--- config.mk ---
export PLATFORM = sky130hd
export DESIGN_NAME = multi_input_conditioner_flat
export DESIGN_NICKNAME = d
export VERILOG_FILES = /design/src/rtl/multi_input_conditioner_if.sv /design/src/rtl/multi_input_conditioner.sv /design/src/flat_wrapper.sv
export SDC_FILE = /design/constraint.sdc
export NUM_CORES = 1
export LEC_CHECK = 0
export CAP_MARGIN = 20
export CORE_ASPECT_RATIO = 0.75
export CORE_MARGIN = 8
export CORE_UTILIZATION = 35
export DETAILED_ROUTE_END_ITERATION = 16
export DONT_BUFFER_PORTS = 1
export GPL_ROUTABILITY_DRIVEN = 0
export PLACE_DENSITY = 0.53
export SYNTH_ARGS = -nofsm -noshare
export SYNTH_HDL_FRONTEND = slang
export SYNTH_SLANG_ARGS = --single-unit
export TNS_END_PERCENT = 1
--- constraint.sdc ---
create_clock -name clk -period 2.8 [get_ports clk]
set_clock_uncertainty 0.15 [all_clocks]
set_input_delay 0.42 -clock clk [delete_from_list [all_inputs] [get_ports clk]]
set_output_delay 0.42 -clock clk [all_outputs]
set_load 0.02 [all_outputs]
--- src/rtl/multi_input_conditioner_if.sv ---
// Pin-side bundle for the multi-channel input conditioner: raw pins and flag
// clears in, debounced levels, edge pulses and sticky flags out.
interface multi_input_conditioner_if #(
  parameter int NCH = 4
);
  logic [NCH-1:0] noisysignal;
  logic [NCH-1:0] flag_clr;
  logic [NCH-1:0] conditioned;
  logic [NCH-1:0] positiveedge;
  logic [NCH-1:0] negativeedge;
  logic [NCH-1:0] edge_flags;
  logic           any_edge;

  modport master (
    output noisysignal, flag_clr,
    input  conditioned, positiveedge, negativeedge, edge_flags, any_edge
  );

  modport slave (
    input  noisysignal, flag_clr,
    output conditioned, positiveedge, negativeedge, edge_flags, any_edge
  );
endinterface

--- src/rtl/multi_input_conditioner.sv ---
// N independent channels of invert -> synchronize -> debounce -> edge pulse,
// with sticky write-one-to-clear edge flags and an aggregate event output.
module multi_input_conditioner #(
  parameter int             NCH        = 4,
  parameter int             SYNC_DEPTH = 2,
  parameter int             WAIT_TIME  = 3,
  parameter int             CNT_W      = 3,
  parameter logic [NCH-1:0] INVERT     = '0
) (
  input logic                  clk,
  input logic                  rst_n,
  multi_input_conditioner_if.slave bus
);

  localparam logic [CNT_W-1:0] WAIT_CNT = CNT_W'(WAIT_TIME);

  if (SYNC_DEPTH < 2) begin : g_bad_sync_depth
    $error("multi_input_conditioner: SYNC_DEPTH must be at least 2");
  end
  if ((2 ** CNT_W) <= WAIT_TIME) begin : g_bad_cnt_w
    $error("multi_input_conditioner: CNT_W too narrow to hold WAIT_TIME");
  end

  logic [NCH-1:0] cond_q;
  logic [NCH-1:0] pos_q;
  logic [NCH-1:0] neg_q;
  logic [NCH-1:0] flags_q;
  logic           any_q;

  for (genvar i = 0; i < NCH; i++) begin : g_ch
    logic [SYNC_DEPTH-1:0] sync_q;
    logic [CNT_W-1:0]      cnt_q;
    logic                  cond_r;
    logic                  pos_r;
    logic                  neg_r;
    logic                  sync;

    assign sync = sync_q[SYNC_DEPTH-1];

    // The counter only advances while the synchronized level disagrees with
    // the committed one, so any return to agreement restarts the debounce.
    always_ff @(posedge clk or negedge rst_n) begin
      if (!rst_n) begin
        sync_q <= '0;
        cnt_q  <= '0;
        cond_r <= 1'b0;
        pos_r  <= 1'b0;
        neg_r  <= 1'b0;
      end else begin
        sync_q <= {sync_q[SYNC_DEPTH-2:0], bus.noisysignal[i] ^ INVERT[i]};
        if (sync == cond_r) begin
          cnt_q <= '0;
          pos_r <= 1'b0;
          neg_r <= 1'b0;
        end else if (cnt_q != WAIT_CNT) begin
          cnt_q <= cnt_q + 1'b1;
          pos_r <= 1'b0;
          neg_r <= 1'b0;
        end else begin
          cnt_q  <= '0;
          cond_r <= sync;
          pos_r  <= sync;
          neg_r  <= ~sync;
        end
      end
    end

    assign cond_q[i] = cond_r;
    assign pos_q[i]  = pos_r;
    assign neg_q[i]  = neg_r;
  end

  // A new edge takes priority over a clear in the same cycle so no event is lost.
  always_ff @(posedge clk or negedge rst_n) begin
    if (!rst_n) begin
      flags_q <= '0;
      any_q   <= 1'b0;
    end else begin
      flags_q <= pos_q | neg_q | (flags_q & ~bus.flag_clr);
      any_q   <= |flags_q;
    end
  end

  assign bus.conditioned  = cond_q;
  assign bus.positiveedge = pos_q;
  assign bus.negativeedge = neg_q;
  assign bus.edge_flags   = flags_q;
  assign bus.any_edge     = any_q;

endmodule
--- src/flat_wrapper.sv ---
// flat-port wrapper written by rule: the top's interface ports become plain ports
module multi_input_conditioner_flat 
#(
  parameter int             NCH        = 4,
  parameter int             SYNC_DEPTH = 2,
  parameter int             WAIT_TIME  = 3,
  parameter int             CNT_W      = 3,
  parameter logic [NCH-1:0] INVERT     = '0
)
  (clk, rst_n, bus_noisysignal, bus_flag_clr, bus_conditioned, bus_positiveedge, bus_negativeedge, bus_edge_flags, bus_any_edge);
  multi_input_conditioner_if #(.NCH(NCH)) bus_i ();
  input logic clk;
  input logic rst_n;
  input wire logic [$bits(bus_i.noisysignal)-1:0] bus_noisysignal;
  input wire logic [$bits(bus_i.flag_clr)-1:0] bus_flag_clr;
  output wire logic [$bits(bus_i.conditioned)-1:0] bus_conditioned;
  output wire logic [$bits(bus_i.positiveedge)-1:0] bus_positiveedge;
  output wire logic [$bits(bus_i.negativeedge)-1:0] bus_negativeedge;
  output wire logic [$bits(bus_i.edge_flags)-1:0] bus_edge_flags;
  output wire logic [$bits(bus_i.any_edge)-1:0] bus_any_edge;
  assign bus_i.noisysignal = bus_noisysignal;
  assign bus_i.flag_clr = bus_flag_clr;
  assign bus_conditioned = bus_i.conditioned;
  assign bus_positiveedge = bus_i.positiveedge;
  assign bus_negativeedge = bus_i.negativeedge;
  assign bus_edge_flags = bus_i.edge_flags;
  assign bus_any_edge = bus_i.any_edge;
  multi_input_conditioner #(.NCH(NCH), .SYNC_DEPTH(SYNC_DEPTH), .WAIT_TIME(WAIT_TIME), .CNT_W(CNT_W), .INVERT(INVERT)) u_core (.clk(clk), .rst_n(rst_n), .bus(bus_i));
endmodule
# == Word level (Yosys, flattened, before mapping) ==
# Index checks and enable logic that the tools add are counted.
# totals
regBits,37
output_inout_bits,17
in_bits,10
wordCells,79
# classes
n_reduce_logical,5
bitwise_logic,16
n_eq_ne,8
n_mux,24
add_sub_neg,4
# op_table
op,n
2-to-1 mux 3 bit,8
2-to-1 mux 1 bit,16
"adder 3 x 1 -> 3 bit, second input constant",4
"!= test 3 x 2 -> 1 bit, second input constant",4
inverter 1 bit,12
bitwise OR 4 bit,2
AND reduction 2 bit,4
AND 4 bit,1
equality test 1 bit,4
inverter 4 bit,1
OR reduction 4 bit,1

# == Logic depth before layout (Yosys ltp) ==
# logic_depth
word_depth,3
depth_mapped,3
mapped_depth_nobuf,3

# == Worst setup path after synthesis ==
# Ideal clock, no wire load.
# synth_path
path_type,register to register
from,reg u_core.g_ch[0].cnt_q[0]
to,reg u_core.g_ch[0].cond_r
slack_ns,1.534
stages_incl_launch_ff,4
setup_ns,0.125
n_path_buf,0
t_required_ns,2.525
arrival_ns,0.991
period_less_slack_ns,1.266
path_cell_list,dfrtp_1 ha_1 nand2b_4 mux2_2
# synth_via
elab_chain_len,3
# synth_lines
element,line,source
from (decl),multi_input_conditioner.sv:32,logic [CNT_W-1:0] cnt_q;
from (signal assigned),multi_input_conditioner.sv:56,cnt_q <= cnt_q + 1'b1;
!= test 3 x 2 -> 1 bit,multi_input_conditioner.sv:55,end else if (cnt_q != WAIT_CNT) begin
inverter 1 bit (no source line),-,
AND reduction 2 bit (no source line),-,
to (signal assigned),multi_input_conditioner.sv:61,cond_r <= sync;
to (decl),multi_input_conditioner.sv:33,logic cond_r;
# No other way between the ends.
# A chain may end at the register's enable or synchronous reset.

# == Worst setup path after layout ==
# layout_path
from,reg u_core.g_ch[0].cond_r
to,out bus_conditioned[0]
# layout_lines
element,line,source
to (decl),flat_wrapper.sv:16,output wire logic [$bits(bus_i.conditioned)-1:0] bus_conditioned;
# No word-level cell between the ends.

==> out/qor.yml <==
critPathRequiredTime_ns: 2.23
worst_setup_path_end_kind: "primary output"
cts-root-buf: "clkbuf_8"
setup_viol: 0
drt-pass1-iter-count: 4
avgSynthCellArea_um2: 14.4
dp_hpwl_um: 1520
hp-class: "input pin to flip-flop"
io_pins: 27
final_cells: 155
routedWlPerCell_um: 13.2
r2r_start: "u_core.g_ch[3].cnt_q[0]"
die_w_um: 89.3
min_period_over_period: 0.490
clk_path_buf_depth: 2
diodes: 0
tns_ns: 0
startpoint: "u_core.g_ch[0].cond_r"
min_from: "bus_flag_clr[3]"
htreeDepth: 2
grt_pass1_vias: 753
ys_ff_latch: 37
crit_path_start_kind: "flip-flop"
vias_per_cell: 4.37
start_util: 0.357
final_cell_mix: "37 x dfrtp_1, 13 x nor3b_1, 5 x and3b_1, 5 x clkbuf_8, 5 x dlygate4sd3_1"
cp.arrival_ns: 0.80
leakagePower_nw: 0.702
cap_violations: 0
syn_inst: 98
critical_path_class: "flip-flop to primary output"
dr.first_iter.drc_count: 8
cts_tree: "built"
status: "completed"
grt-ovfl-total: 0
antenna_found_initial: 0
fp.dieH_um: 71.0
areaGrowthSynthToFinish_pct: 9.32
num_rows: 20
period_minus_slack_ns: 1.37
numPortBuffers: 0
drcViolationCount: 0
cp_max_fo: 5
fmax_mhz: 728
drive_gt1_frac: 0.160
layout_commonest_cell: "dfrtp_1"
synthesis.nets: 112
synth_cell_types: 15
dieArea_um2: 6340
grtUsageTotal: 0.0740
yosysWarnings: 0
insertion_delay_ns: 0.28
syn_area_um2: 1410
cts_resized: 0
placedCellCount: 141
slew_headroom: 0.790
setup_slack_ns: 1.43
ir_drop_v: 0.000275
grt_pass1_wl_um: 3480
ant_nets: 0
synth-seq-area-share: 0.657
path_clk_slew_ns: 0.07
post-place-ws_ns: 1.48
power_density_nw_per_um2: 895
layout.nets: 113
clock_sinks: 37
wirelength_um: 2040
rsz0062_at_grt: "no"
cts-buffers-inserted: 5
tightest_slew_ns: 0.314
core_um2: 3950
vias: 678
grt_max_degree: 38
hold_viol_final: 0
drv_slew: 0
==> report_power, final <==
part | switching, W | internal, W | total (W)
clock | 0.000172 | 0.000172 | 0.000344
combinational | 0.000104 | 0.000135 | 0.000239
sequential | 0.000155 | 0.000641 | 0.000796
==> what timing repair did <==
action | in CTS | in global routing
setup buffers | 0 | 0
endpoints found under the hold margin | 37 | 4
endpoints found under the setup margin | 0 | 0
hold buffers | 2 | 4
==> final cells by class <==
type,count,area [um2]
clock buffers,6,72.6
inverters,4,15.0
flip-flops and latches,37,926
well taps,55,68.8
repair buffers,6,70.1
multi-input cells,45,379
clock inverters,2,10.0
fillers,390,2410
==> cell families after synthesis <==
family                   synth area share
AND/OR/NAND/NOR                     0.162
XOR/XNOR                           0.0248
adder cells (fa/ha/maj)            0.0355
buffers and inverters              0.0745
flip-flops                          0.657
AO/OA/AOI/OAI                      0.0142
multiplexers                       0.0319
==> flip-flops by register name (all words and copies together) (netlist names) <==
signal                 flops
u_core.g_ch.pos_r          4
u_core.g_ch.cond_r         4
u_core.g_ch.neg_r          4
u_core.g_ch.cnt_q         12
u_core.bus.any_edge        1
u_core.bus.edge_flags      4
u_core.g_ch.sync_q         8
==> final timing paths <==
kind | to | slack (ns) | depth (start not counted)
max | bus_conditioned[0] | 1.43 | 0
min | u_core.bus.edge_flags[3] | 0.08 | 1
max reg2reg | u_core.g_ch[3].cond_r | 1.48 | 3
min reg2reg | u_core.g_ch[3].sync_q[1] | 0.20 | 0
max in group asynchronous | u_core.g_ch[1].cnt_q[0] | 1.88 | 2
min in group asynchronous | u_core.g_ch[0].pos_r | 0.44 | 2
==> per-layer routing <==
metal / global-route usage / up-vias / part of all wire
met5: 0 / - / 0
met2: 0.116 / 19 / 0.46
met1: 0.0757 / 338 / 0.40
met3: 0.0428 / 5 / 0.12
met4: 0.0386 / 0 / 0.017
li1: - / 316 / -
==> Yosys cell counts <==
master	count	area, um2
nor3b_1	13	97.6
and3b_1	5	43.8
inv_1	4	15.0
mux2_2	4	45.0
o21ai_0	4	20.0
buf_4	12	90.1
dfrtp_1	37	926
ha_1	4	50.1
nor3_1	1	5.00
nand4_1	1	6.26
nor2_1	4	15.0
nor2b_4	1	13.8
nand2b_4	3	41.3
nor2b_1	1	6.26
xnor2_1	4	35.0
==> worst reg2reg max path: stages (launching register included) <==
cell and delay (ns):
dfrtp_1 0.39, ha_1 0.25, nand2b_4 0.10, mux2_2 0.32
==> per-stage QoR <==
step                instance area (um2)  hold slack [ns]   util  power [W]
floorplan                          1410          -0.0256      -    0.00102
global placement                   1390          -0.0243  0.351    0.00101
detailed placement                 1390          -0.0241  0.351    0.00104
CTS                                1500          0.00350  0.380    0.00141
global route                       1540           0.0607  0.390    0.00148
finish                             1540           0.0779  0.390    0.00138
(Power assumes the default switching activity.)
